[src/rtl/bitonic_merge_network_p_pkg.sv]
// bitonic_merge_network_p_pkg: shared sizing helpers for the bitonic merger
package bitonic_merge_network_p_pkg;
  function automatic int clog2(input int n);
    int r;
    r = 0;
    for (int i = 0; i < 31; i++) r = ((1 << i) < n) ? i + 1 : r;
    return r;
  endfunction
  function automatic int stages(input int p);
    return clog2(p) + 1;
  endfunction
  function automatic int rec_base(input int j, input int w);
    return j * w;
  endfunction
endpackage

[src/rtl/bitonic_merge_network_p_if.sv]
// bitonic_merge_network_p_if: tuple-in / merged-tuple-out bundle with stall and sideband
interface bitonic_merge_network_p_if #(
  parameter int DATA_WIDTH = 32,
  parameter int P = 4,
  parameter int SIDE_WIDTH = 2 * DATA_WIDTH
);
  logic i_stall;
  logic i_valid;
  logic i_desc;
  logic i_switch_output;
  logic [SIDE_WIDTH-1:0] i_top_tuple;
  logic [P*DATA_WIDTH-1:0] i_elems_a;
  logic [P*DATA_WIDTH-1:0] i_elems_b;
  logic o_valid;
  logic [P*DATA_WIDTH-1:0] o_elems_lo;
  logic [P*DATA_WIDTH-1:0] o_elems_hi;
  logic o_switch_output;
  logic [SIDE_WIDTH-1:0] o_top_tuple;
  modport master (
    output i_stall, i_valid, i_desc, i_switch_output, i_top_tuple, i_elems_a, i_elems_b,
    input  o_valid, o_elems_lo, o_elems_hi, o_switch_output, o_top_tuple
  );
  modport slave (
    input  i_stall, i_valid, i_desc, i_switch_output, i_top_tuple, i_elems_a, i_elems_b,
    output o_valid, o_elems_lo, o_elems_hi, o_switch_output, o_top_tuple
  );
endinterface

[src/rtl/bitonic_merge_network_p_cas.sv]
// bitonic_cas: combinational compare-exchange; equal records keep their order
module bitonic_cas #(
  parameter int DATA_WIDTH = 32
) (
  input  logic [DATA_WIDTH-1:0] x,
  input  logic [DATA_WIDTH-1:0] y,
  output logic [DATA_WIDTH-1:0] lo,
  output logic [DATA_WIDTH-1:0] hi
);
  logic swap;
  assign swap = y < x;
  assign lo = swap ? y : x;
  assign hi = swap ? x : y;
endmodule

[src/rtl/bitonic_merge_network_p.sv]
// bitonic_merge_network_p: pipelined merge of two ascending P-record tuples into 2P sorted records
module bitonic_merge_network_p
  import bitonic_merge_network_p_pkg::*;
#(
  parameter int DATA_WIDTH = 32,
  parameter int P = 4,
  parameter int SIDE_WIDTH = 2 * DATA_WIDTH
) (
  input logic i_clk,
  input logic i_rst,
  bitonic_merge_network_p_if.slave bus
);
  localparam int S = stages(P);
  localparam int N = 2 * P;
  localparam int DW = DATA_WIDTH;
  logic [N*DW-1:0] q [S];
  logic v [S];
  logic d [S];
  logic sw [S];
  logic [SIDE_WIDTH-1:0] tt [S];
  for (genvar k = 0; k < S; k++) begin : g_st
    localparam int D = P >> k;
    logic [N*DW-1:0] x, y, z;
    logic v_in, d_in, sw_in;
    logic [SIDE_WIDTH-1:0] tt_in;
    if (k == 0) begin : g_src
      // a ascending followed by b reversed forms the bitonic input
      for (genvar i = 0; i < P; i++) begin : g_w
        assign x[rec_base(i, DW) +: DW] = bus.i_elems_a[rec_base(i, DW) +: DW];
        assign x[rec_base(P + i, DW) +: DW] = bus.i_elems_b[rec_base(P - 1 - i, DW) +: DW];
      end
      assign v_in = bus.i_valid;
      assign d_in = bus.i_desc;
      assign sw_in = bus.i_switch_output;
      assign tt_in = bus.i_top_tuple;
    end else begin : g_src
      assign x = q[k-1];
      assign v_in = v[k-1];
      assign d_in = d[k-1];
      assign sw_in = sw[k-1];
      assign tt_in = tt[k-1];
    end
    for (genvar b = 0; b < N / (2 * D); b++) begin : g_blk
      for (genvar o = 0; o < D; o++) begin : g_off
        localparam int L = b * 2 * D + o;
        bitonic_cas #(.DATA_WIDTH(DW)) u_cas (
          .x (x[rec_base(L, DW) +: DW]),
          .y (x[rec_base(L + D, DW) +: DW]),
          .lo(y[rec_base(L, DW) +: DW]),
          .hi(y[rec_base(L + D, DW) +: DW])
        );
      end
    end
    // descending order is a pure record reversal folded into the last register
    for (genvar j = 0; j < N; j++) begin : g_rev
      assign z[rec_base(j, DW) +: DW] = (k == S - 1 && d_in) ? y[rec_base(N - 1 - j, DW) +: DW]
                                                             : y[rec_base(j, DW) +: DW];
    end
    always_ff @(posedge i_clk)
      if (i_rst) begin
        q[k] <= '0;
        v[k] <= 1'b0;
        d[k] <= 1'b0;
        sw[k] <= 1'b0;
        tt[k] <= '0;
      end else if (!bus.i_stall) begin
        q[k] <= z;
        v[k] <= v_in;
        d[k] <= d_in;
        sw[k] <= sw_in;
        tt[k] <= tt_in;
      end
  end
  assign bus.o_valid = v[S-1];
  assign bus.o_elems_lo = q[S-1][P*DW-1:0];
  assign bus.o_elems_hi = q[S-1][N*DW-1:P*DW];
  assign bus.o_switch_output = sw[S-1];
  assign bus.o_top_tuple = tt[S-1];
endmodule

[src/flat_wrapper.sv]
// flat-port wrapper written by rule: the top's interface ports become plain ports
module bitonic_merge_network_p_flat import bitonic_merge_network_p_pkg::*;
#(
  parameter int DATA_WIDTH = 32,
  parameter int P = 4,
  parameter int SIDE_WIDTH = 2 * DATA_WIDTH
)
  (i_clk, i_rst, bus_i_stall, bus_i_valid, bus_i_desc, bus_i_switch_output, bus_i_top_tuple, bus_i_elems_a, bus_i_elems_b, bus_o_valid, bus_o_elems_lo, bus_o_elems_hi, bus_o_switch_output, bus_o_top_tuple);
  bitonic_merge_network_p_if #(.DATA_WIDTH(DATA_WIDTH), .P(P), .SIDE_WIDTH(SIDE_WIDTH)) bus_i ();
  input logic i_clk;
  input logic i_rst;
  input wire logic [$bits(bus_i.i_stall)-1:0] bus_i_stall;
  input wire logic [$bits(bus_i.i_valid)-1:0] bus_i_valid;
  input wire logic [$bits(bus_i.i_desc)-1:0] bus_i_desc;
  input wire logic [$bits(bus_i.i_switch_output)-1:0] bus_i_switch_output;
  input wire logic [$bits(bus_i.i_top_tuple)-1:0] bus_i_top_tuple;
  input wire logic [$bits(bus_i.i_elems_a)-1:0] bus_i_elems_a;
  input wire logic [$bits(bus_i.i_elems_b)-1:0] bus_i_elems_b;
  output wire logic [$bits(bus_i.o_valid)-1:0] bus_o_valid;
  output wire logic [$bits(bus_i.o_elems_lo)-1:0] bus_o_elems_lo;
  output wire logic [$bits(bus_i.o_elems_hi)-1:0] bus_o_elems_hi;
  output wire logic [$bits(bus_i.o_switch_output)-1:0] bus_o_switch_output;
  output wire logic [$bits(bus_i.o_top_tuple)-1:0] bus_o_top_tuple;
  assign bus_i.i_stall = bus_i_stall;
  assign bus_i.i_valid = bus_i_valid;
  assign bus_i.i_desc = bus_i_desc;
  assign bus_i.i_switch_output = bus_i_switch_output;
  assign bus_i.i_top_tuple = bus_i_top_tuple;
  assign bus_i.i_elems_a = bus_i_elems_a;
  assign bus_i.i_elems_b = bus_i_elems_b;
  assign bus_o_valid = bus_i.o_valid;
  assign bus_o_elems_lo = bus_i.o_elems_lo;
  assign bus_o_elems_hi = bus_i.o_elems_hi;
  assign bus_o_switch_output = bus_i.o_switch_output;
  assign bus_o_top_tuple = bus_i.o_top_tuple;
  bitonic_merge_network_p #(.DATA_WIDTH(DATA_WIDTH), .P(P), .SIDE_WIDTH(SIDE_WIDTH)) u_core (.i_clk(i_clk), .i_rst(i_rst), .bus(bus_i));
endmodule
[config.mk]
export PLATFORM = sky130hd
export DESIGN_NAME = bitonic_merge_network_p_flat
export DESIGN_NICKNAME = d
export VERILOG_FILES = /design/src/rtl/bitonic_merge_network_p_pkg.sv /design/src/rtl/bitonic_merge_network_p_if.sv /design/src/rtl/bitonic_merge_network_p_cas.sv /design/src/rtl/bitonic_merge_network_p.sv /design/src/flat_wrapper.sv
export SDC_FILE = /design/constraint.sdc
export NUM_CORES = 2
export LEC_CHECK = 0
export BUFFER_PORTS_ARGS = -buffer_cell sky130_fd_sc_hd__clkbuf_2
export CAP_MARGIN = 10
export CORE_ASPECT_RATIO = 0.9
export CORE_MARGIN = 5
export CORE_UTILIZATION = 43
export CTS_CLUSTER_DIAMETER = 80
export DETAILED_ROUTE_END_ITERATION = 12
export GPL_TIMING_DRIVEN = 0
export REMOVE_ABC_BUFFERS = 1
export SYNTH_ARGS = -nofsm -noshare
export SYNTH_HDL_FRONTEND = slang
export SYNTH_HIERARCHICAL = 1
export SYNTH_SLANG_ARGS = --single-unit
export TNS_END_PERCENT = 30
[constraint.sdc]
create_clock -name i_clk -period 36.2 [get_ports i_clk]
set_input_delay 1.81 -clock i_clk [delete_from_list [all_inputs] [get_ports i_clk]]
set_output_delay 1.81 -clock i_clk [all_outputs]
set_load 0.1 [all_outputs]
==> out/qor.csv <==
metric;value;unit
num_rows;130;
synth.distinct_cells;32;
use_met3;5.38;%
synthTopCellsByArea;edfxtp_1 (48%), mux2_4 (18%), ha_1 (7.8%), and2_1 (7.6%), mux2i_1 (4.3%);
cts.sinks;968;
path_max_fanout;14;
setup_viol;0;
root_buffer;clkbuf_16;
busiest_layer;met2;
arrival;6070;ps
period_minus_slack;5580;ps
yosys.area.top_type_share;48.5;%
slew_headroom;7.97;%
crit-reg2reg-launch;u_core/q[0][194]$_SDFFCE_PN0P_;
die_w;404;µm
syn_to_final_growth;17.3;%
finalMaxSlewViolations;0;
slowest_delay;1180;ps
coreArea;139000;µm²
synth_edf_count;968;
rsz0062_at_grt;false;
cts_inserted_buffers;112;
startpoint;bus_i_elems_a[81];
crit_top_cell;buf_8;
power_density;53.0;nW/µm²
gp_congestion;0.830;
place_ws;29840;ps
grt_antenna_before_repair;40;
path_cells;clkbuf_2 -> inv_1 -> ha_1 -> a21oi_1 -> o21ai_0 -> a221oi_1 -> nor2_1 -> a211oi_4 -> buf_8 -> buf_8 -> buf_8 -> buf_8 -> mux2_2 -> and2_1;
avgSynthCellArea;13.4;µm²
period_share;15.4;%
dp_hpwl;124;mm
post-route-cell-area;70400;µm²
clk_pin_slew;60;ps
drv_cap;0;
ios;648;
grt.total_usage;20.5;%
yosysTopAreaCell;edfxtp_1;
cts_tree;done;
met1_usage;27.6;%
start_kind;primary input;
crit_slowest_cell;a221oi_1;
fin_ws;30620;ps
min_from;u_core/tt[0][21]$_SDFFCE_PN0P_;
wire_per_inst;21.8;µm
worstSetupPathType;primary input to flip-flop;
initial_utilization;43.1;%
syn_area;60000;µm²
vias;36000;
drt-initial-drc-count;2115;
endpoint_kind;flip-flop;
skew;43.8;ps
gr-usage-met2;33.0;%
final_cells;7100;
cts_setup_buffers;0;
grt_pass1_vias;35600;
viasPerCell;5.07;
ir_worst_vdd;0.0000479;V
postRouteAntennaNets;0;
finalPower;3.73;mW
cts_repair_resize_count;0;
syn_inst;4467;
yosys-top-cells-count;edfxtp_1 (968), and2_1 (724), mux2_4 (720), ha_1 (372), inv_1 (372);
fillCellCount;12100;
drive_gt1_share;36.7;%
cp.required;36690;ps
drt-total-wl;155;mm
drc;0;
yosysMostFrequentCell;edfxtp_1;
io_buffers;647;
ys_warn_count;6;
worst_slew_pin_slew;1380;ps
overflow;0;
htreeDepth;3;
grt_start_max_net_pins;72;
power.leakage;31.6;nW
synth_seq_cells;968;
die_area;147000;µm²
die-height;364;µm
place_area;66500;µm²
yosysSeqAreaShare;48.5;%
cts.path.max_buffers;3;
nets;5844;
hold_viol;0;
hold_slack;513;ps
synthArstFlopShare;0;%
hold_path.class;flip-flop to flip-flop;
drt_first_pass_iters;7;
status;complete, no violations;
timing.fmax;179;MHz
place_inst;6880;
holdBufCountCts;0;
grt_pass1_wl;226;mm
clk_latency;740;ps
ys.flop_type;edfxtp_1;
[layout make-up]
cell class,instances,area [µm²],share of cell area (%)
Clock inverter,81,947,1.35
Antenna cell,13,32.5,0.0462
Clock buffer,126,2860,4.06
Inverter,372,1400,1.98
Timing Repair Buffer,773,5920,8.42
Tap cell,1848,2310,3.29
Multi-Input combinational cell,2919,27800,39.5
Sequential cell,968,29100,41.3
[flip-flops by register name, summed over array words and instances, names as in the netlist]
| signal | flops |
|---|---|
| u_core/q | 768 |
| u_core/tt | 192 |
| u_core/sw | 3 |
| u_core/v | 3 |
| u_core/d | 2 |
[per-layer routing]
| metal | part of all wire, % | vias up | routed length [µm] |
|---|---|---|---|
| met1 | 45 | 17500 | 69300 |
| met5 | 0.11 | - | 172 |
| met3 | 7.0 | 232 | 10900 |
| met4 | 2.5 | 26 | 3810 |
| met2 | 46 | 891 | 70900 |
| li1 | - | 17300 | - |
[cells in the final DEF, fill, tap and decap left out, types with 54 or more instances in the layout]
cell,n
a21oi_1,120
and2_1,724
buf_16,59
buf_8,54
clkbuf_16,112
clkbuf_2,647
edfxtp_1,968
ha_1,372
inv_1,372
mux2_4,720
mux2i_1,256
nand2_1,96
nor2_1,116
nor2_2,200
[worst max-delay path, delay by kind of cell]
family,cells,cell delay [ps]
AOI/OAI and AO/OA,4,2240
muxes,1,350
and+or+nand+nor,2,330
buffers and inverters,6,1000
adders and majority gates,1,280
[stage by stage]
step	utilization [%]	setup TNS, ps
after global routing	50.6	0
after global placement	45.9	-531240
after CTS	50.6	0
after detailed placement	47.8	0
after floorplan	-	0
final	50.6	0
[power breakdown]
group          leakage, nW  internal (mW)  switching [mW]  total [mW]
Clock                 1.85          0.684           0.482        1.17
Combinational         19.1          0.485           0.656        1.14
Sequential            10.6           1.35          0.0751        1.42
[kinds of logic (layout without fill, tap and decap cells)]
| logic type | count (synthesis) | after routing | share of synthesized area [%] |
|---|---|---|---|
| flops | 968 | 968 | 48.5 |
| compound gates | 264 | 264 | 3.13 |
| other cells | 0 | 13 | 0 |
| buf+inv | 580 | 1352 | 5.16 |
| fa+ha+maj | 372 | 372 | 7.76 |
| mux | 1024 | 1024 | 23.2 |
| simple gates | 1259 | 1259 | 12.3 |
[path summary, 6_finish.rpt]
kind	slack (ps)	depth (start not counted)	end
setup / recovery	30620	14	u_core/q[0][193]$_SDFFCE_PN0P_
hold / removal	510	1	u_core/tt[1][21]$_SDFFCE_PN0P_
setup reg to reg	31620	12	u_core/q[1][192]$_SDFFCE_PN0P_
hold reg to reg	510	1	u_core/tt[1][21]$_SDFFCE_PN0P_
Power figures use the tool's default switching activity.
